**src/rtl/lab06_arb_pkg.sv**
```systemverilog
// Shared types and widths for the lab06 datapath arbiter.
package lab06_arb_pkg;

  localparam int NUM_W  = 4;
  localparam int MODE_W = 2;
  localparam int RES_W  = 7;

  typedef enum logic [2:0] {
    IDLE,
    LOAD,
    ISSUE,
    WAIT,
    RESP
  } state_t;

endpackage

```
**src/rtl/rr_arbiter.sv**
```systemverilog
// Combinational round-robin pick: first requester above last_grant, with wrap.
module rr_arbiter #(
  parameter int NUM_REQ = 2
) (
  input  logic [NUM_REQ-1:0]         req,
  input  logic [$clog2(NUM_REQ)-1:0] last_grant,
  output logic [NUM_REQ-1:0]         winner,
  output logic                       found
);

  int cand;

  // NOTE: every output of a combinational block gets a default first, so no path leaves it unassigned and infers a latch.
  always_comb begin
    winner = '0;
    found  = 1'b0;
    cand   = 0;
    for (int i = 1; i <= NUM_REQ; i++) begin
      cand = int'(last_grant) + i;
      if (cand >= NUM_REQ) cand = cand - NUM_REQ;
      if (!found && req[cand]) begin
        winner[cand] = 1'b1;
        found        = 1'b1;
      end
    end
  end

endmodule

```
**src/rtl/lab06_arbiter.sv**
```systemverilog
// Shares one lab06 datapath between NUM_REQ requesters: round-robin grant,
// local batch buffer, contiguous burst into the datapath, result routed back.
module lab06_arbiter
  import lab06_arb_pkg::*;
#(
  parameter int NUM_REQ   = 2,
  parameter int BATCH_LEN = 4,
  parameter int TIMEOUT   = 63
) (
  input  logic                        clk,
  input  logic                        rst_n,
  input  logic [NUM_REQ-1:0]          req_valid,
  input  logic [MODE_W*NUM_REQ-1:0]   req_mode,
  input  logic [NUM_REQ-1:0]          num_valid,
  input  logic [NUM_W*NUM_REQ-1:0]    num_data,
  output logic [NUM_REQ-1:0]          num_ready,
  output logic [NUM_REQ-1:0]          grant,
  output logic [NUM_REQ-1:0]          rsp_valid,
  output logic signed [RES_W-1:0]     rsp_result,
  output logic                        rsp_timeout,
  output logic                        dp_in_valid,
  output logic [NUM_W-1:0]            dp_in_number,
  output logic [MODE_W-1:0]           dp_mode,
  input  logic                        dp_out_valid,
  input  logic signed [RES_W-1:0]     dp_out_result,
  output logic                        busy
);

  localparam int IDX_W  = $clog2(NUM_REQ);
  localparam int CNT_W  = $clog2(BATCH_LEN + 1);
  localparam int BUF_AW = (BATCH_LEN > 1) ? $clog2(BATCH_LEN) : 1;
  localparam int TMR_W  = $clog2(TIMEOUT + 1);

  state_t                   state, state_next;
  logic [MODE_W-1:0]        mode_reg;
  logic [NUM_W-1:0]         buf_mem [BATCH_LEN];
  logic [CNT_W-1:0]         cnt, idx;
  logic [TMR_W-1:0]         timer;
  logic signed [RES_W-1:0]  res_reg;
  logic                     to_flag;
  logic [IDX_W-1:0]         last_grant;

  logic [NUM_REQ-1:0]       winner;
  logic                     found;
  logic [NUM_W-1:0]         sel_num;
  logic [MODE_W-1:0]        win_mode;
  logic [IDX_W-1:0]         g_idx;
  logic                     g_req, accept, load_last, issue_last, timer_hit;

  rr_arbiter #(.NUM_REQ(NUM_REQ)) u_rr (
    .req        (req_valid),
    .last_grant (last_grant),
    .winner     (winner),
    .found      (found)
  );

  // Steer the owner's number lane and the winner's mode without index arithmetic.
  always_comb begin
    sel_num  = '0;
    win_mode = '0;
    g_idx    = '0;
    for (int i = 0; i < NUM_REQ; i++) begin
      if (grant[i]) begin
        sel_num = num_data[i*NUM_W +: NUM_W];
        g_idx   = IDX_W'(i);
      end
      if (winner[i]) win_mode = req_mode[i*MODE_W +: MODE_W];
    end
  end

  assign g_req      = |(req_valid & grant);
  assign accept     = (state == LOAD) && g_req && |(num_valid & grant);
  assign load_last  = accept && (cnt == CNT_W'(BATCH_LEN - 1));
  assign issue_last = (idx == CNT_W'(BATCH_LEN - 1));
  assign timer_hit  = (timer == TMR_W'(TIMEOUT));
  assign busy       = (state != IDLE);

  // NOTE: sequential state uses non-blocking assignments so every register samples pre-edge values.
  always_ff @(posedge clk or negedge rst_n) begin
    if (!rst_n) state <= IDLE;
    else        state <= state_next;
  end

  // Outputs decode from the state register, so reset drops them asynchronously.
  always_comb begin
    state_next   = state;
    num_ready    = '0;
    dp_in_valid  = 1'b0;
    dp_in_number = '0;
    dp_mode      = '0;
    rsp_valid    = '0;
    rsp_result   = '0;
    rsp_timeout  = 1'b0;
    case (state)
      IDLE: if (found) state_next = LOAD;
      LOAD: begin
        num_ready = grant;
        if (!g_req)         state_next = IDLE;
        else if (load_last) state_next = ISSUE;
      end
      ISSUE: begin
        dp_in_valid  = 1'b1;
        dp_in_number = buf_mem[idx[BUF_AW-1:0]];
        dp_mode      = mode_reg;
        if (issue_last) state_next = WAIT;
      end
      WAIT: if (dp_out_valid || timer_hit) state_next = RESP;
      RESP: begin
        rsp_valid   = grant;
        rsp_result  = res_reg;
        rsp_timeout = to_flag;
        state_next  = IDLE;
      end
      default: state_next = IDLE;
    endcase
  end

  // NOTE: the batch buffer is reset like any register so a reset leaves no stale numbers behind.
  always_ff @(posedge clk or negedge rst_n) begin
    if (!rst_n) begin
      grant      <= '0;
      mode_reg   <= '0;
      cnt        <= '0;
      idx        <= '0;
      timer      <= '0;
      res_reg    <= '0;
      to_flag    <= 1'b0;
      last_grant <= IDX_W'(NUM_REQ - 1);
      for (int i = 0; i < BATCH_LEN; i++) buf_mem[i] <= '0;
    end else begin
      case (state)
        IDLE: if (found) begin
          grant    <= winner;
          mode_reg <= win_mode;
        end
        LOAD: begin
          if (!g_req) begin
            grant      <= '0;
            cnt        <= '0;
            last_grant <= g_idx;
          end else if (accept) begin
            buf_mem[cnt[BUF_AW-1:0]] <= sel_num;
            cnt <= load_last ? '0 : cnt + 1'b1;
          end
        end
        ISSUE: begin
          idx   <= issue_last ? '0 : idx + 1'b1;
          timer <= '0;
        end
        WAIT: begin
          // A result arriving on the last timer cycle wins over the timeout.
          if (dp_out_valid) begin
            res_reg <= dp_out_result;
            to_flag <= 1'b0;
          end else if (timer_hit) begin
            res_reg <= '0;
            to_flag <= 1'b1;
          end else begin
            timer <= timer + 1'b1;
          end
        end
        RESP: begin
          last_grant <= g_idx;
          grant      <= '0;
        end
        default: ;
      endcase
    end
  end

endmodule

```
**config.mk**
```make
export PLATFORM = sky130hd
export DESIGN_NAME = lab06_arbiter
export DESIGN_NICKNAME = d
export VERILOG_FILES = /design/src/rtl/lab06_arb_pkg.sv /design/src/rtl/rr_arbiter.sv /design/src/rtl/lab06_arbiter.sv
export SDC_FILE = /design/constraint.sdc
export NUM_CORES = 1
export LEC_CHECK = 0
export CORE_AREA = 2 2 72 74
export DETAILED_ROUTE_END_ITERATION = 8
export DIE_AREA = 0 0 74 76
export MAX_ROUTING_LAYER = met4
export PLACE_DENSITY = 0.74
export REMOVE_ABC_BUFFERS = 1
export SYNTH_ARGS = -nofsm -noshare
export SYNTH_HDL_FRONTEND = slang
export SYNTH_SLANG_ARGS = --single-unit
```
**constraint.sdc**
```tcl
create_clock -name clk -period 2.28 [get_ports clk]
set_input_delay 0.456 -clock clk [delete_from_list [all_inputs] [get_ports clk]]
set_output_delay 0.456 -clock clk [all_outputs]
set_load 0.02 [all_outputs]
```
# Word level (Yosys, flattened, before mapping)
# Cells that the tools add are included.
# Widths: inputs -> output; s select.
totals:
  ff_bits: 44
  out_inout_bits: 22
op_classes:
  n_eq_ne: 15
  order_cmp: 9
  muxes: 56
  addsub: 7
  bitwise_logic: 5
  reduce_logical: 25
ops:
  columns: ["op", "n"]
  rows:
  - ["$ge 32x1->1 const B", 2]
  - ["$ge 32x3->1 const B", 2]
  - ["$lt 32x3->1 const B", 2]
  - ["$mux 32", 2]
  - ["$sub 32x3->32 const B", 2]
  - ["$mux 3", 9]
  - ["$mux 4", 6]
  - ["$mux 7", 3]
  - ["$mux 2", 9]
  - ["$bwmux 16", 1]
  - ["$mux 1", 16]
  - ["$eq 3x2->1 const B", 4]
  - ["$mux 6", 2]
  - ["$ne 2x2->1 const B", 6]
  - ["$pmux 3 s4", 1]
  - ["$pmux 6 s2", 1]
  - ["$reduce_and 3->1", 3]
  - ["$bmux 4 s2", 1]
  - ["$demux 4 s2", 1]
  - ["$reduce_and 2->1", 4]
  - ["$logic_and 1x1->1", 7]
  - ["$add 3x1->3 const B", 2]
  - ["$add 6x1->6 const B", 1]
  - ["$eq 6x6->1 const B", 1]
  - ["21 further kinds", 29]

# Logic depth before layout (Yosys ltp)
# Gate-level depths: netlist of run 1.
logic_depth:
  depth_word: 12
  mapped_depth: 6
  mapped_depth_nobuf: 5

# By module
# Synthesis of run 1 repeated with hierarchy kept, for this count alone.
unflattened:
  hier_cells: 206
  area_unflattened_um2: 2237.1
modules_own_cells:
  columns: ["module", "area_each_um2", "instances", "seq_area_each_um2", "cells_per_inst"]
  rows:
  - ["lab06_arbiter", 2212.1, 1, 1102.3, 202]
  - ["rr_arbiter", 25.0, 1, 0.0, 4]

# Worst setup path before layout of run 1
# No wires, ideal clock.
synth_path:
  kind: "reg2out"
  start: "register state[2]"
  end: "output port dp_in_number[0]"
  n_path_buf: 2
  arrival_time_ns: 1.568
  t_required_ns: 1.824
  stages_incl_launch_ff: 5
  path_slack_ns: 0.256
  cell_sequence: "dfrtp_1 > buf_2 > nor3b_1 > clkbuf_1 > and2_1"
synth_via:
  elab_chain_len: 2
synth_lines:
  columns: ["element", "line", "rtl"]
  rows:
  - ["from (decl)", "lab06_arbiter.sv:34", "state_t state, state_next;"]
  - ["from (signal assigned)", "lab06_arbiter.sv:81", "else state <= state_next;"]
  - ["$eq 3x2->1", "lab06_arbiter.sv:94", "case (state)"]
  - ["$mux 4", "lab06_arbiter.sv:94", null]
  - ["to (decl)", "lab06_arbiter.sv:22", "output logic [NUM_W-1:0] dp_in_number,"]
# Every way passes these cells.

# Final worst setup path of run 1
layout_path:
  start: "register idx[0]"
  end: "output port dp_in_number[1]"
layout_via:
  elab_chain_len: 5
layout_lines:
  columns: ["element", "line", "rtl"]
  rows:
  - ["from (decl)", "lab06_arbiter.sv:37", "logic [CNT_W-1:0] cnt, idx;"]
  - ["from (signal assigned)", "lab06_arbiter.sv:147", "idx <= issue_last ? '0 : idx + 1'b1;"]
  - ["$not 2->3 (not written as such)", "lab06_arbiter.sv:103", "dp_in_number = buf_mem[idx[BUF_AW-1:0]];"]
  - ["$bmux 4 s2", "lab06_arbiter.sv:103", null]
  - ["$mux 4 (not written as such) (2 in a row)", "lab06_arbiter.sv:103", null]
  - ["$mux 4", "lab06_arbiter.sv:94", null]
# Every way passes these cells. The select of a mux whose other input is x is not followed.

==> run summary, run 1 <==
- **run status** completed
- **clock transition at the registers of the reported paths** 0.09 ns
- **Bufs on Longest Clock Path** 2
- **Ports** 48
- **maximum fanout along the worst path** 3
- **worst-case headroom to the max-slew limit** 67.2%
- **Port Buffers** 47
- **via count** 1898
- **cell-by-cell trace of the critical path** buf_4 -> mux4_2 -> and2_1 -> dlygate4sd2_1
- **worst IR drop on VDD** 522 uV
- **number of synthesized register bits** 44
- **number of rows in the core area** 26
- **main flop type after synthesis** sky130_fd_sc_hd__dfrtp_1
- **floorplan die width** 74 um
- **sequential group share of total power** 43.3%
- **n_diodes** 0
- **number of distinct library cells after synthesis** 39
- **number of max-slew violations in the final report** 0
- **number of flip-flops under the largest register name** 16
- **number of synthesized flops with an enable pin** 0
- **maximum number of pins on one net before global-route repair** 26
- **Clock Root Buffer** sky130_fd_sc_hd__clkbuf_8
- **number of nets at the end of the flow** 316
- **startpoint type of the worst setup path** register
- **die footprint** 5620 um^2
- **initial cell density of the core** 47.6%
- **final critical-path share of the clock period** 97.0%
- **Worst Setup Path Type** register to output port
- **highest clock rate** 0.452 GHz
- **most numerous cell types in the synthesized netlist** 43 x sky130_fd_sc_hd__dfrtp_1, 20 x sky130_fd_sc_hd__nand2_1, 19 x sky130_fd_sc_hd__and2_1, 19 x sky130_fd_sc_hd__o21ai_0, 14 x sky130_fd_sc_hd__a22o_1
- **Crit-path slowest cell** sky130_fd_sc_hd__mux4_2
- **power density relative to cell area** 735 nW/um^2
- **final setup violating endpoints** 0
- **wire length of the first global-routing pass** 9.14 mm
- **Synth area leader** sky130_fd_sc_hd__dfrtp_1
- **largest clock skew in the final design** 0.0107 ns
- **iteration count of the initial detailed-routing pass** 4
- **total DRC errors in the routed layout** 0
- **initial antenna violation count** 0
- **CTS Buf Count** 5
- **synthesis-to-layout area growth** 31.9%
- **endpoint arrival time on the critical path** 1.76 ns
- **Hold Buf Count CTS** 0
- **per-instance average area after synthesis** 10.4 um^2
- **Yosys top cell area share** 46.0%
- **endpoint class of the critical path** output port
- **H-tree depth** 2
- **slew at the pin with the worst max-slew slack** 0.491 ns
- **wirelength, routed** 5.08 mm
- **unrepaired setup endpoints after global routing** false
- **Iteration-0 DRC Markers** 103
- **final count of hold timing violations** 0
- **count of warnings emitted by yosys** 0
- **sequential-to-total area share from yosys stat** 47.1%
- **fraction of power consumed by the clock network** 26.4%
- **number of vias per cell after detailed routing** 5.35
- **switching power summed over all nets** 0.733 mW
- **leakage power total** 1.46 nW
- **total grt overflow** 0
- **internal power** 1.53 mW
- **hold crit path type** input pin to asynchronous set/reset pin
- **Core Area** 4910 um^2
- **part of the power in combinational logic** 30.3%
- **ratio of cells with drive above 1 in the final layout** 17.9%
- **post-layout utilization of the core** 62.8%
- **Cell Area, Synth** 2340 um^2
- **minimum clock period after layout** 2.21 ns
- **top post-synthesis cells by area** sky130_fd_sc_hd__dfrtp_1 46%, sky130_fd_sc_hd__mux2_2 5.8%, sky130_fd_sc_hd__a22o_1 5.2%
- **cell with the most instances after synthesis** sky130_fd_sc_hd__dfrtp_1
- **GRT Overall Usage** 21.3%
- **cell family with the largest share of critical-path delay** multiplexers
- **CP Data Required Time** 1.82 ns
- **post-synthesis async set-or-reset flop share** 100%
- **number of global-route vias before repair** 1921
- **TritonCTS clock tree** built
- **total clock sinks** 44
- **Avg WL per Cell** 14.3 um
- **Die Height** 76 um
- **fraction of power spent switching nets** 32.3%
- **Clock Latency Late Sink** 0.30 ns
- **highest cell delay on the worst timing path** 0.48 ns
- **RePlAce Congestion** 0.801
- **worst-case hold slack** 0.111 ns
- **max-capacitance violation count** 0
- **Worst Path Buf+Inv** 2
- **half-perimeter wire length after detailed placement** 3.70 mm
- **synthesized netlist cell count** 225
- **remaining antenna violation count after routing** 0
## metal layers
| metal | vias to the layer above | track usage, % | wire length, um |
|---|---|---|---|
| met5 | - | - | 0 |
| met4 | 0 | 7.09 | 79 |
| met3 | 9 | 4.23 | 163 |
| met2 | 35 | 33.4 | 2560 |
| met1 | 926 | 27.5 | 2280 |
| li1 | 928 | - | - |
## timing repair
item / CTS / global route
buffers inserted: 0 / 0
resized for setup: 24 / 1
setup endpoints to repair: 19 / 1
## cell usage in the layout, fill, tap and decap left out, drive strengths merged, types with 3 or more instances in the layout
| cell type | count |
|---|---|
| dfrtp | 43 |
| clkdlybuf4s50 | 26 |
| nand2 | 20 |
| buf | 20 |
| and2 | 19 |
| o21ai | 19 |
| dlygate4sd2 | 19 |
| a22o | 14 |
| mux2 | 12 |
| nor2 | 9 |
| inv | 8 |
| nand4 | 6 |
| a21oi | 6 |
| ha | 6 |
| nand2b | 5 |
| a22oi | 5 |
| clkbuf | 5 |
| mux4 | 4 |
| nand3 | 4 |
| nor3b | 4 |
| nor3 | 3 |
| and3 | 3 |
| nor2b | 3 |
## kinds of logic after synthesis
family	Yosys count	share of synthesized area [%]
DFF	44	47.1
muxes	18	10.5
AOI/OAI and AO/OA	57	17.0
buffers and inverters	22	4.28
and+or+nand+nor	78	17.9
adders and majority gates	6	3.21
## worst register-to-register path, cell delays in order, from the launching register on
cell and delay (ns):
sky130_fd_sc_hd__dfrtp_1 0.43, sky130_fd_sc_hd__ha_1 0.24, sky130_fd_sc_hd__and3_1 0.16, sky130_fd_sc_hd__a31o_1 0.35, sky130_fd_sc_hd__o221ai_1 0.30, sky130_fd_sc_hd__mux2_2 0.36
## area by class of cell
cell class	instances	area (um^2)
clock inverter	3	42.5
sequential	44	1100
fill	416	1830
tap	70	87.6
inverter	8	30.0
clock buffer	5	68.8
timing repair buffer	66	599
multi-input combinational	159	1150
## worst paths after layout
| path | start | to | cells past startpoint | slack (ns) |
|---|---|---|---|---|
| worst max register to register | timer[0] | state[0] | 5 | 0.34 |
| worst max-delay path | idx[0] | dp_in_number[1] | 4 | 0.07 |
| worst min-delay path | rst_n | timer[2] | 1 | 0.11 |
| worst min register to register | buf_mem[13] | buf_mem[13] | 2 | 0.48 |
| max in group asynchronous | rst_n | buf_mem[12] | 2 | 1.68 |
| min in group clk | buf_mem[13] | buf_mem[13] | 2 | 0.48 |
## power by group through the flow
stage	combinational [mW]	sequential (mW)	clock, mW
3_5_place_dp	0.695	0.993	0
3_3_place_gp	0.674	0.987	0
2_1_floorplan	0.381	1.01	0
5_1_grt	0.760	1.01	0.643
4_1_cts	0.692	0.985	0.609
6_report	0.687	0.982	0.599
## through the flow
stage / std cells / power, mW / setup TNS (ns) / worst slack, ns / instance area [um^2]
after global routing: 355 / 2.41 / 0 / 0.0101 / 3090
after detailed placement: 347 / 1.69 / 0 / 0.142 / 2980
final: 355 / 2.27 / 0 / 0.0679 / 3090
after CTS: 355 / 2.29 / 0 / 0.00634 / 3080
after global placement: 347 / 1.66 / 0 / 0.135 / 2980
after floorplan: 211 / 1.39 / -1.32 / -0.196 / 2270
Note: power is estimated with default switching activity, not from simulation.
==> inputs of run 2 (changes only) <==
--- a/config.mk
+++ b/config.mk
@@ -8,8 +8,9 @@
 export CORE_AREA = 2 2 72 74
 export DETAILED_ROUTE_END_ITERATION = 8
 export DIE_AREA = 0 0 74 76
+export DONT_BUFFER_PORTS = 1
 export MAX_ROUTING_LAYER = met4
-export PLACE_DENSITY = 0.74
+export PLACE_DENSITY = 0.61
 export REMOVE_ABC_BUFFERS = 1
 export SYNTH_ARGS = -nofsm -noshare
 export SYNTH_HDL_FRONTEND = slang
==> run summary, run 2 (synthesis results as in run 1) <==
- **run status** completed
- **number of vias per cell after detailed routing** 5.78
- **final count of hold timing violations** 0
- **power density relative to cell area** 807 nW/um^2
- **leading cell types in the layout, fill and taps excluded** 43 x sky130_fd_sc_hd__dfrtp_1, 20 x sky130_fd_sc_hd__nand2_1, 19 x sky130_fd_sc_hd__and2_1, 19 x sky130_fd_sc_hd__o21ai_0, 14 x sky130_fd_sc_hd__a22o_1
- **sequential group share of total power** 47.9%
- **total grt overflow** 0
- **switching power summed over all nets** 0.690 mW
- **total DRC errors in the routed layout** 0
- **setup slack after placement** 0.367 ns
- **wirelength, routed** 4.60 mm
- **number of flip-flops under the largest register name** 16
- **worst-case hold path end point** res_reg[0]
- **Clock Latency Late Sink** 0.29 ns
- **worst-case headroom to the max-slew limit** 73.7%
- **highest cell delay on the worst timing path** 0.51 ns
- **max-capacitance violation count** 0
- **number of non-filler instances in the completed layout** 297
- **launching point of the worst reg2reg path** timer[0]
- **slew at the pin with the worst max-slew slack** 0.395 ns
- **CTS Buf Count** 5
- **Hold Path Depth** 1
- **remaining antenna violation count after routing** 0
- **register-to-register setup slack** 0.35 ns
- **maximum number of pins on one net before global-route repair** 45
- **part of the power in combinational logic** 27.3%
- **initial cell density of the core** 47.6%
- **number of max-slew violations in the final report** 0
- **TritonCTS clock tree** built
- **total clock sinks** 44
- **length in cells of the worst reg-to-reg path** 5
- **hold crit path type** input pin to register
- **combined area of the multi-input logic cells** 1140 um^2
- **endpoint class of the critical path** output port
- **synthesis-to-layout area growth** 8.67%
- **CP Data Required Time** 1.82 ns
- **count of placed standard cells including taps** 287
- **number of global-route vias before repair** 1693
- **fraction of power spent switching nets** 33.7%
- **die footprint** 5620 um^2
- **iteration count of the initial detailed-routing pass** 4
- **Clock Root Buffer** sky130_fd_sc_hd__clkbuf_8
- **Worst Slack Setup Final** 0.144 ns
- **final sum of negative setup slack** 0 ns
- **wire length of the first global-routing pass** 7.69 mm
- **number of nets at the end of the flow** 258
- **Ports** 48
- **post-layout utilization of the core** 51.7%
- **n_diodes** 0
- **H-tree depth** 2
- **maximum fanout along the worst path** 11
- **number of rows in the core area** 26
- **final critical-path share of the clock period** 93.7%
- **startpoint of the most critical hold path** dp_out_result[0]
- **startpoint type of the worst setup path** register
- **total power draw** 2.05 mW
- **most common cell after layout, fill and taps aside** sky130_fd_sc_hd__dfrtp_1
- **initial antenna violation count** 0
- **half-perimeter wire length after detailed placement** 3.41 mm
- **worst IR drop on VDD** 393 uV
- **GRT Overall Usage** 17.9%
- **endpoint arrival time on the critical path** 1.68 ns
- **Die Height** 76 um
- **Crit-path slowest cell** sky130_fd_sc_hd__dfrtp_1
- **fraction of power consumed by the clock network** 24.8%
- **largest clock skew in the final design** 0.00377 ns
- **number of fill cells** 447
- **RePlAce Congestion** 0.754
- **Port Buffers** 0
- **Core Area** 4910 um^2
- **floorplan die width** 74 um
- **Avg WL per Cell** 15.5 um
- **end of the worst register-to-register path** res_reg[5]
- **sequential cell area** 1100 um^2
- **ratio of cells with drive above 1 in the final layout** 15.4%
- **Worst Setup Path Type** register to output port
- **Iteration-0 DRC Markers** 53
- **unrepaired setup endpoints after global routing** false
- **highest clock rate** 0.468 GHz
- **final setup violating endpoints** 0
- **internal power** 1.36 mW
- **via count** 1716
- **Bufs on Longest Clock Path** 2
- **clock transition at the registers of the reported paths** 0.08 ns
- **leakage power total** 1.12 nW
- **cell-by-cell trace of the critical path** nor3b_2 -> buf_4 -> and2_1
- **minimum clock period after layout** 2.14 ns
[run 2: cell count changes in the layout (fill, tap and decap cells not counted), sizes merged]
cell | before | now
buf | 20 | 7
bufinv | 1 | 0
clkbuf | 5 | 6
clkdlybuf4s50 | 26 | 0
clkinv | 1 | 0
clkinvlp | 1 | 2
dlygate4sd2 | 19 | 0
dlygate4sd3 | 0 | 1
dlymetal6s2s | 1 | 0
[run 2: repair_timing]
item                                    4_1_cts  5_1_grt
setup buffers                                 0        0
hold buffers                                  2        0
resized for setup                             0        0
hold endpoints to repair                     44        0
endpoints found under the setup margin        0        0
[run 2: worst max-delay path: cells and delay by family, from the launching register on]
| kind | cells | cell delay (ns) |
|---|---|---|
| AND/OR/NAND/NOR | 2 | 0.61 |
| flip-flops | 1 | 0.51 |
| buffers and inverters | 1 | 0.27 |
[run 2: through the flow]
step | hold slack, ns | area, um^2
floorplan | 0.160 | 2270
global placement | 0.162 | 2410
detailed placement | 0.162 | 2410
CTS | 0.282 | 2540
global route | 0.279 | 2540
finish | 0.290 | 2540
[run 2: cell type report]
class                      instances  share of cell area, %
multi-input combinational        159                   44.9
sequential                        44                   43.4
tap                               70                   3.45
clock buffer                       6                   3.25
timing repair buffer               8                   3.25
inverter                           8                   1.18
clock inverter                     2                  0.591
[run 2: power by group through the flow]
stage                     clock, mW  sequential (mW)  combinational (mW)
final                         0.509            0.983               0.559
after global routing          0.559            0.999               0.631
after CTS                     0.526            0.985               0.567
after detailed placement          0             1.00               0.542
after global placement            0            0.997               0.524
after floorplan                   0             1.01               0.381
[run 2: how the worst max path moves through the flow]
stage	cells past startpoint	to	startpoint
finish	3	dp_in_number[0]	state[1]
global route	3	dp_in_number[2]	state[1]
CTS	3	dp_in_number[0]	state[1]
detailed placement	5	res_reg[6]	timer[0]
global placement	5	res_reg[0]	timer[0]
floorplan	2	dp_in_number[0]	state[0]
[run 2: metal layers]
metal | vias to the layer above | global-route usage [%] | wire length [um]
met1 | 853 | 23.5 | 2100
met5 | - | - | 0
li1 | 818 | - | -
met2 | 40 | 28.1 | 2260
met3 | 5 | 3.84 | 192
met4 | 0 | 5.09 | 53
==> inputs of run 3 (changes only) <==
--- a/config.mk
+++ b/config.mk
@@ -5,12 +5,14 @@
 export SDC_FILE = /design/constraint.sdc
 export NUM_CORES = 1
 export LEC_CHECK = 0
+export ABC_AREA = 1
 export CORE_AREA = 2 2 72 74
 export DETAILED_ROUTE_END_ITERATION = 8
 export DIE_AREA = 0 0 74 76
 export DONT_BUFFER_PORTS = 1
+export GPL_TIMING_DRIVEN = 1
 export MAX_ROUTING_LAYER = met4
-export PLACE_DENSITY = 0.61
+export PLACE_DENSITY = 0.62
 export REMOVE_ABC_BUFFERS = 1
 export SYNTH_ARGS = -nofsm -noshare
 export SYNTH_HDL_FRONTEND = slang
==> constraint.sdc (replaced) <==
create_clock -name clk -period 2.03 [get_ports clk]
set_input_delay 0.406 -clock clk [delete_from_list [all_inputs] [get_ports clk]]
set_output_delay 0.406 -clock clk [all_outputs]
set_load 0.02 [all_outputs]
==> run summary, run 3 <==
- **RePlAce Congestion** 0.803
- **remaining antenna violation count after routing** 0
- **top post-synthesis cells by area** sky130_fd_sc_hd__dfrtp_1 46%, sky130_fd_sc_hd__nand2_1 14%, sky130_fd_sc_hd__o21ai_0 8.9%
- **internal power** 1.81 mW
- **sequential group share of total power** 39.5%
- **Avg WL per Cell** 12.5 um
- **CP Data Required Time** 1.62 ns
- **endpoint class of the critical path** output port
- **post-synthesis async set-or-reset flop share** 100%
- **run status** completed
- **GRT Overall Usage** 20.0%
- **maximum fanout along the worst path** 8
- **final critical-path share of the clock period** 95.3%
- **most numerous cell types in the synthesized netlist** 89 x sky130_fd_sc_hd__nand2_1, 43 x sky130_fd_sc_hd__dfrtp_1, 42 x sky130_fd_sc_hd__o21ai_0
- **minimum clock period after layout** 1.93 ns
- **H-tree depth** 2
- **count of warnings emitted by yosys** 0
- **Cell Area, Synth** 2360 um^2
- **part of the power in combinational logic** 44.1%
- **power density relative to cell area** 1230 nW/um^2
- **startpoint type of the worst setup path** register
- **floorplan die width** 74 um
- **iteration count of the initial detailed-routing pass** 4
- **number of distinct library cells after synthesis** 28
- **most common cell after layout, fill and taps aside** sky130_fd_sc_hd__nand2_1
- **Die Height** 76 um
- **slew at the pin with the worst max-slew slack** 0.446 ns
- **Port Buffers** 0
- **endpoint arrival time on the critical path** 1.53 ns
- **initial antenna violation count** 0
- **initial cell density of the core** 48.1%
- **highest clock rate** 0.517 GHz
- **number of rows in the core area** 26
- **sequential-to-total area share from yosys stat** 46.6%
- **Worst Setup Path Type** register to output port
- **switching power summed over all nets** 1.45 mW
- **fraction of power spent switching nets** 44.4%
- **worst IR drop on VDD** 557 uV
- **worst-case hold slack** 0.238 ns
- **Core Area** 4910 um^2
- **total DRC errors in the routed layout** 0
- **leading cell types in the layout, fill and taps excluded** 89 x sky130_fd_sc_hd__nand2_1, 43 x sky130_fd_sc_hd__dfrtp_1, 42 x sky130_fd_sc_hd__o21ai_0, 40 x sky130_fd_sc_hd__inv_1, 20 x sky130_fd_sc_hd__nand3_1
- **clock transition at the registers of the reported paths** 0.08 ns
- **final setup violating endpoints** 0
- **die footprint** 5620 um^2
- **via count** 1933
- **Clock Root Buffer** sky130_fd_sc_hd__clkbuf_8
- **Bufs on Longest Clock Path** 2
- **Ports** 48
- **ratio of cells with drive above 1 in the final layout** 14.7%
- **number of vias per cell after detailed routing** 4.88
- **Clock Latency Late Sink** 0.29 ns
- **hold crit path type** input pin to register
- **number of flip-flops under the largest register name** 16
- **largest clock skew in the final design** 0.00676 ns
- **maximum number of pins on one net before global-route repair** 45
- **post-layout utilization of the core** 53.7%
- **synthesized netlist cell count** 313
- **wirelength, routed** 4.95 mm
- **total grt overflow** 0
- **number of nets at the end of the flow** 357
- **worst-case headroom to the max-slew limit** 70.3%
- **CTS Buf Count** 5
- **Yosys top cell area share** 45.5%
- **fraction of power consumed by the clock network** 16.4%
- **total clock sinks** 44
- **unrepaired setup endpoints after global routing** false
- **n_diodes** 0
- **wire length of the first global-routing pass** 8.55 mm
- **final count of hold timing violations** 0
- **main flop type after synthesis** sky130_fd_sc_hd__dfrtp_1
- **number of max-slew violations in the final report** 0
- **Iteration-0 DRC Markers** 102
- **cell with the most instances after synthesis** sky130_fd_sc_hd__nand2_1
- **number of global-route vias before repair** 1871
- **half-perimeter wire length after detailed placement** 3.58 mm
- **leakage power total** 1.33 nW
- **per-instance average area after synthesis** 7.56 um^2
- **TritonCTS clock tree** built
- **max-capacitance violation count** 0
- **number of synthesized flops with an enable pin** 0
- **number of synthesized register bits** 44
- **Synth area leader** sky130_fd_sc_hd__dfrtp_1
- **synthesis-to-layout area growth** 11.5%
==> run 3: cell count changes in the layout (fill, tap and decap cells not counted), moves of 6 or more <==
| cell | delta |
|---|---|
| sky130_fd_sc_hd__nand2_1 | +69 |
| sky130_fd_sc_hd__inv_1 | +32 |
| sky130_fd_sc_hd__o21ai_0 | +23 |
| sky130_fd_sc_hd__and2_1 | -19 |
| sky130_fd_sc_hd__nand3_1 | +16 |
| sky130_fd_sc_hd__a22o_1 | -14 |
| sky130_fd_sc_hd__mux2_2 | -12 |
| sky130_fd_sc_hd__nor2_2 | +11 |
| sky130_fd_sc_hd__a21oi_1 | +8 |
| sky130_fd_sc_hd__nor2_1 | +6 |
==> run 3: area by class of cell <==
class,count,area [um^2]
Multi-Input combinational cell,217,1090
Clock inverter,1,5.00
Tap cell,70,87.6
Sequential cell,44,1100
Clock buffer,7,76.3
Timing Repair Buffer,11,105
Inverter,46,174
Fill cell,475,2280
==> run 3: power by group through the flow <==
stage | logic (mW) | clock network [mW] | registers [mW]
after floorplan | 0.990 | 0 | 1.30
after global placement | 1.36 | 0 | 1.30
after detailed placement | 1.38 | 0 | 1.30
after CTS | 1.41 | 0.548 | 1.29
after global routing | 1.65 | 0.581 | 1.32
final | 1.44 | 0.533 | 1.29
==> run 3: per-layer routing <==
layer	vias up	share of wire, %	track usage (%)
li1	1008	-	-
met5	-	0	-
met4	0	1.3	8.00
met2	41	45	27.1
met1	879	50	29.2
met3	5	4.1	4.10
==> run 3: kinds of logic after synthesis <==
kind of cell               Yosys count  synth area share (%)
AOI/OAI and AO/OA                   61                  13.2
xor gates and xnor gates             1                 0.370
adders and majority gates            6                  3.17
buffers and inverters               52                  8.89
DFF                                 44                  46.6
and+or+nand+nor                    149                  27.7
==> run 3: repair_timing <==
item / 4_1_cts / 5_1_grt
hold buffers: 2 / 0
buffers inserted: 0 / 0
endpoints found under the setup margin: 10 / 14
gates resized for setup: 0 / 13
endpoints found under the hold margin: 44 / 0
==> run 3: worst max-delay path, stage by stage, from the launching register on <==
cell	delay [ns]
sky130_fd_sc_hd__dfrtp_1	0.40
sky130_fd_sc_hd__inv_2	0.11
sky130_fd_sc_hd__nand2_1	0.13
sky130_fd_sc_hd__nor2_2	0.15
sky130_fd_sc_hd__inv_2	0.11
sky130_fd_sc_hd__a21oi_1	0.17
sky130_fd_sc_hd__buf_4	0.17
==> run 3: final timing paths <==
kind | start | end | slack (ns) | depth (start not counted)
hold reg to reg | buf_mem[13] | buf_mem[13] | 0.50 | 2
setup / recovery | state[2] | dp_in_number[1] | 0.1 | 6
hold / removal | dp_out_result[2] | res_reg[2] | 0.24 | 2
min in group asynchronous | rst_n | buf_mem[7] | 0.60 | 2
setup reg to reg | state[0] | grant[1] | 0.42 | 8
max in group asynchronous | rst_n | last_grant | 1.16 | 2
==> run 3: stage by stage <==
stage                     setup slack, ns  instances  power [mW]  setup TNS, ns  instance area (um^2)
after global routing               0.0105        396        3.55              0                  2640
after CTS                         -0.0735        396        3.24         -0.563                  2600
final                              0.0962        396        3.25              0                  2640
after detailed placement            0.255        386        2.68              0                  2480
after floorplan                     0.186        307        2.29              0                  2330
after global placement              0.313        386        2.66              0                  2480
==> variant 1: new RTL, settings of run 2 <==
The package constant `MODE_W` goes from 2 to 3.
--- a/src/rtl/lab06_arb_pkg.sv
+++ b/src/rtl/lab06_arb_pkg.sv
@@ -2,7 +2,7 @@
 package lab06_arb_pkg;
 
   localparam int NUM_W  = 4;
-  localparam int MODE_W = 2;
+  localparam int MODE_W = 3;
   localparam int RES_W  = 7;
 
   typedef enum logic [2:0] {
Ports: changed (resized dp_mode and req_mode); port bits go from 48 to 51. No check against the original RTL was run, so the function may have changed too.
==> variant 1 against run 2 <==
Area after synthesis is 0.43% lower; via count down 2.4%; final area is 0.98% lower; sequential share of layout area up 1.4 points; wire length rose by 3.2%; combinational power is 36% higher; setup slack improved by 44 ps; largest cell class is now sequential cells; power is 16% higher; maximum frequency is 2.1% higher; die area unchanged; sequential cell count increased by 1; first-iteration DRC count grew 110%; global-route usage rose by 0.65 points; register-to-register slack better by 240 ps.
==> variant 1: results (changes against run 2) <==
status - finished, final reports clean (unchanged)
WL met2 - 2150 µm (was 2260 µm)
Arr. time, crit path - 1640 ps (was 1680 ps)
wire length per cell - 15.8 µm (was 15.5 µm)
fraction of registers with async set or reset after synthesis - 100% (unchanged)
Setup WS pre-CTS - 484 ps (was 367 ps)
antenna diode count - 0 (unchanged)
post-synthesis sequential area ratio - 48.4% (was 47.1%)
VDD IR max - 0.494 mV (was 0.393 mV)
Worst Path Max Fanout - 7 (was 11)
Top Metal Used - met4 (unchanged)
Post-synth top cells - 44 x dfrtp_1, 30 x nand2_1, 16 x o21ai_1 (was 43 x dfrtp_1, 20 x nand2_1, 19 x and2_1, 19 x o21ai_0, 14 x a22o_1)
post-detail-place hpwl - 3300 µm (was 3410 µm)
design area - 2520 µm² (was 2540 µm²)
min-delay worst type - in2reg (unchanged)
layout cells sized above 1 - 13.5% (was 15.4%)
Setup Buffers After CTS - 0 (unchanged)
P_sw - 0.870 mW (was 0.690 mW)
post-CTS resize count - 0 (unchanged)
port bufs - 0 (unchanged)
clk pwr - 0.493 mW (was 0.509 mW)
Sw Ratio - 36.5% (was 33.7%)
DRT Pass-1 Iters - 4 (unchanged)
Synth Warn # - 0 (unchanged)
leakage - 1.14 nW (was 1.12 nW)
fin cells - 300 (was 297)
M1 WL - 2350 µm (was 2100 µm)
total track usage - 18.6% (was 17.9%)
Post-DP Area - 2390 µm² (was 2410 µm²)
fill count - 455 (was 447)
total number of vias - 1675 (was 1716)
clk_lat worst skew - 290 ps (about the same)
Routed Antenna Nets - 0 (unchanged)
Worst-Margin Slew - 473 ps (was 395 ps)
Gate Count Post-Synth - 226 (was 225)
Sequential Power Share - 47.5% (was 47.9%)
max reg flops - 16 (unchanged)
Clock Skew - 6.36 ps (was 3.77 ps)
top cells by area, synth - dfrtp_1 47%, nand2_1 4.8%, mux4_2 3.9% (was dfrtp_1 46%, mux2_2 5.8%, a22o_1 5.2%)
nets@finish - 263 (was 258)
initial antenna violation count - 0 (unchanged)
total CTS buffers - 5 (unchanged)
drt initial violations - 112 (was 53)
Inst Count DP - 290 (was 287)
CTS H-tree depth - 2 (unchanged)
clk buf depth - 2 (unchanged)
CTS root buf - clkbuf_8 (unchanged)
vias in the first global route - 1614 (was 1693)
first-pass GRT wire length - 7850 µm (was 7690 µm)
length of routed met3 wiring - 216 µm (was 192 µm)
GPL Wtd Cong - 0.797 (was 0.754)
largest net degree at the start of global routing - 46 (was 45)
Synth cell types - 47 (was 39)
Worst-path clk slew - 90 ps
hold_buf cts - 2 (unchanged)
[variant 1: cell types whose count changed after synthesis, moves of 4 or more]
cell,change
nand4_1,-4
and2_1,-7
a21oi_1,+6
mux2_2,-9
nand3_1,+5
nand4_2,+4
a22o_1,-5
and3_1,+6
nand2_1,+10
o21ai_0,-16
o21ai_1,+16
[variant 1: final cells by class]
class                           instances  share of cell area (%)
Sequential cell                        45                    44.8
Multi-Input combinational cell        165                    44.7
Tap cell                               70                    3.48
Clock buffer                            7                    3.03
Timing Repair Buffer                    7                    2.98
Inverter                                5                   0.746
Clock inverter                          1                   0.298
[variant 1: path summary, 6_finish.rpt]
kind	slack, ps	endpoint	depth (start not counted)	startpoint
worst max-delay path	190	dp_in_number[2]	2	idx[0]
worst min-delay path	290	res_reg[1]	1	dp_out_result[1]
worst max register to register	590	res_reg[5]	5	timer[0]
worst min register to register	490	buf_mem[6]	2	buf_mem[6]
max in group asynchronous	1340	last_grant	2	rst_n
min in group asynchronous	670	timer[5]	2	rst_n
[variant 1: logic make-up (layout without fill, tap and decap cells)]
kind of cell / Yosys count / in the layout / share of synthesized area, %
muxes: 7 / 7 / 5.32
AOI/OAI and AO/OA: 61 / 61 / 17.7
DFF: 45 / 45 / 48.4
and+or+nand+nor: 91 / 91 / 22.0
adders and majority gates: 6 / 6 / 3.22
buffers and inverters: 16 / 20 / 3.33
[variant 1: critical path: stages, from the launching register on]
cell	delay, ps
dfrtp_1	540
mux4_2	530
and3_1	270
[variant 1: layer usage]
metal  global-route usage, %  vias up
li1                        -      832
met1                    26.7      797
met2                    26.3       42
met3                    4.63        4
met4                    4.91        0
met5                       -        -
==> variant 2: new RTL, config.mk and constraints of run 2 <==
Made on the original files. Reset style: synchronous (`rst_n`), changed in 2 clocked blocks. Comments in the files are not updated.
--- a/src/rtl/lab06_arbiter.sv
+++ b/src/rtl/lab06_arbiter.sv
@@ -76,7 +76,7 @@
   assign busy       = (state != IDLE);
 
   // NOTE: sequential state uses non-blocking assignments so every register samples pre-edge values.
-  always_ff @(posedge clk or negedge rst_n) begin
+  always_ff @(posedge clk) begin
     if (!rst_n) state <= IDLE;
     else        state <= state_next;
   end
@@ -116,7 +116,7 @@
   end
 
   // NOTE: the batch buffer is reset like any register so a reset leaves no stale numbers behind.
-  always_ff @(posedge clk or negedge rst_n) begin
+  always_ff @(posedge clk) begin
     if (!rst_n) begin
       grant      <= '0;
       mode_reg   <= '0;
Behaviour: differs if rst_n is asserted again (counterexample within 4 cycles, from zero or initial values and one cycle with rst_n low); with rst_n held inactive, the same outputs for 10 cycles.
==> variant 2 against run 2 <==
Sequential power increased by 5%; synthesized cell count is 2.7% higher; worst hold slack got worse by 65 ps; wire length decreased by 1.8%; combinational power grew 9.3%; area after synthesis down 2.8%; sequential share of layout area grew 0.73 points; final area fell by 3.5%; setup slack gained 33 ps; power up 9.0%; critical path depth increased by 1; final cell count grew 2.0%; sequential cell count up 2; largest cell class unchanged.
==> variant 2: results (changes against run 2) <==
Total Wirelength - 4520 µm (was 4600 µm)
FF-to-FF path depth - 4 (was 5)
reg2reg end - buf_mem[2][2] (was res_reg[5])
Post-synth top cells - 30 x dfxtp_1, 24 x nand2_1, 23 x nor2_1 (was 43 x dfrtp_1, 20 x nand2_1, 19 x and2_1, 19 x o21ai_0, 14 x a22o_1)
fraction of registers with async set or reset after synthesis - 0% (was 100%)
DRT Pass-1 Iters - 4 (unchanged)
Top delay family on crit path - simple AND/OR/NAND/NOR gates (unchanged)
met2 Use GR - 27.7% (was 28.1%)
VDD IR max - 0.369 mV (was 0.393 mV)
Synth cell types - 51 (was 39)
Clock Skew - 2.54 ps (was 3.77 ps)
vias in the first global route - 1580 (was 1693)
GPL Wtd Cong - 0.796 (was 0.754)
post-synthesis sequential area ratio - 47.6% (was 47.1%)
Worst Path Max Fanout - 13 (was 11)
Max transition margin - 55.2% (was 73.7%)
reg2reg setup slack - 300 ps (was 350 ps)
status - finished, final reports clean (unchanged)
Hold WS - 226 ps (was 290 ps)
crit path launch - state[0] (was state[1])
largest net degree at the start of global routing - 22 (was 45)
top cells by area, synth - dfxtp_1 26%, edfxtp_1 21%, and2_1 5.8% (was dfrtp_1 46%, mux2_2 5.8%, a22o_1 5.2%)
nets@finish - 261 (was 258)
Setup TNS - 0 ps (unchanged)
drt initial violations - 78 (was 53)
met3 usage - 3.70% (was 3.84%)
total track usage - 17.6% (was 17.9%)
hold_sp - rst_n (was dp_out_result[0])
largest stage delay on the critical path - 440 ps (was 510 ps)
total number of vias - 1682 (was 1716)
leakage - 0.852 nW (was 1.12 nW)
Arr. time, crit path - 1650 ps (was 1680 ps)
met1 GRT Util - 22.7% (was 23.5%)
first-pass GRT wire length - 7560 µm (was 7690 µm)
CTS H-tree depth - 2 (unchanged)
clk_lat worst skew - 290 ps (about the same)
post-detail-place hpwl - 3300 µm (was 3410 µm)
CTS root buf - clkbuf_8 (unchanged)
Post-synth EDFFs - 16 (was 0)
hold path endpoint - last_grant (was res_reg[0])
Setup WS pre-CTS - 335 ps (was 367 ps)
layout cells sized above 1 - 12.4% (was 15.4%)
CP max stage cell - dfxtp_1 (was dfrtp_1)
min-delay worst type - in2reg (unchanged)
post-CTS resize count - 0 (unchanged)
## variant 2: cell count changes in the layout (fill, tap and decap cells not counted), sizes merged, moves of 14 or more
cell and delta:
dfrtp -43, dfxtp +30, a21oi +16, edfxtp +16, nor2 +14
## variant 2: cell families (layout without fill, tap and decap cells)
family	Yosys count	after routing	synth area share (%)
DFF	46	46	47.6
muxes	5	5	4.41
and+or+nand+nor	101	101	24.8
AOI/OAI and AO/OA	61	61	18.5
adders and majority gates	3	3	1.65
buffers and inverters	15	17	3.08
## variant 2: report_power, final
group | total, mW | internal (mW) | switching, mW
registers | 1.03 | 0.932 | 0.102
logic | 0.611 | 0.247 | 0.364
clock network | 0.590 | 0.328 | 0.262
total | 2.24 | 1.51 | 0.729
## variant 2: cell type report
cell class                      instances  area [µm²]
Tap cell                               70        87.6
Clock buffer                            7        76.3
Sequential cell                        46        1080
Inverter                                4        17.5
Multi-Input combinational cell        170        1120
Clock inverter                          1        30.0
Timing Repair Buffer                    5        37.5
Fill cell                             472        2460
## variant 2: how the worst max path moves through the flow
stage | depth (start not counted) | end | slack [ps]
after global placement | 4 | buf_mem[2][1] | 370
final | 4 | dp_mode[1] | 180
after CTS | 4 | dp_mode[1] | 110
after floorplan | 4 | buf_mem[2][0] | 360
after detailed placement | 4 | buf_mem[2][3] | 340
after global routing | 4 | dp_mode[1] | 30
## variant 2: metrics by stage
| stage | instances | area (µm²) |
|---|---|---|
| after global placement | 295 | 2340 |
| after floorplan | 220 | 2220 |
| final | 303 | 2450 |
| after CTS | 303 | 2450 |
| after detailed placement | 295 | 2340 |
| after global routing | 303 | 2450 |
## variant 2: metal layers
layer / vias up / share of wire, %
met5: - / 0
met4: 0 / 1.4
met3: 7 / 4.6
met2: 44 / 48
met1: 785 / 46
li1: 846 / -
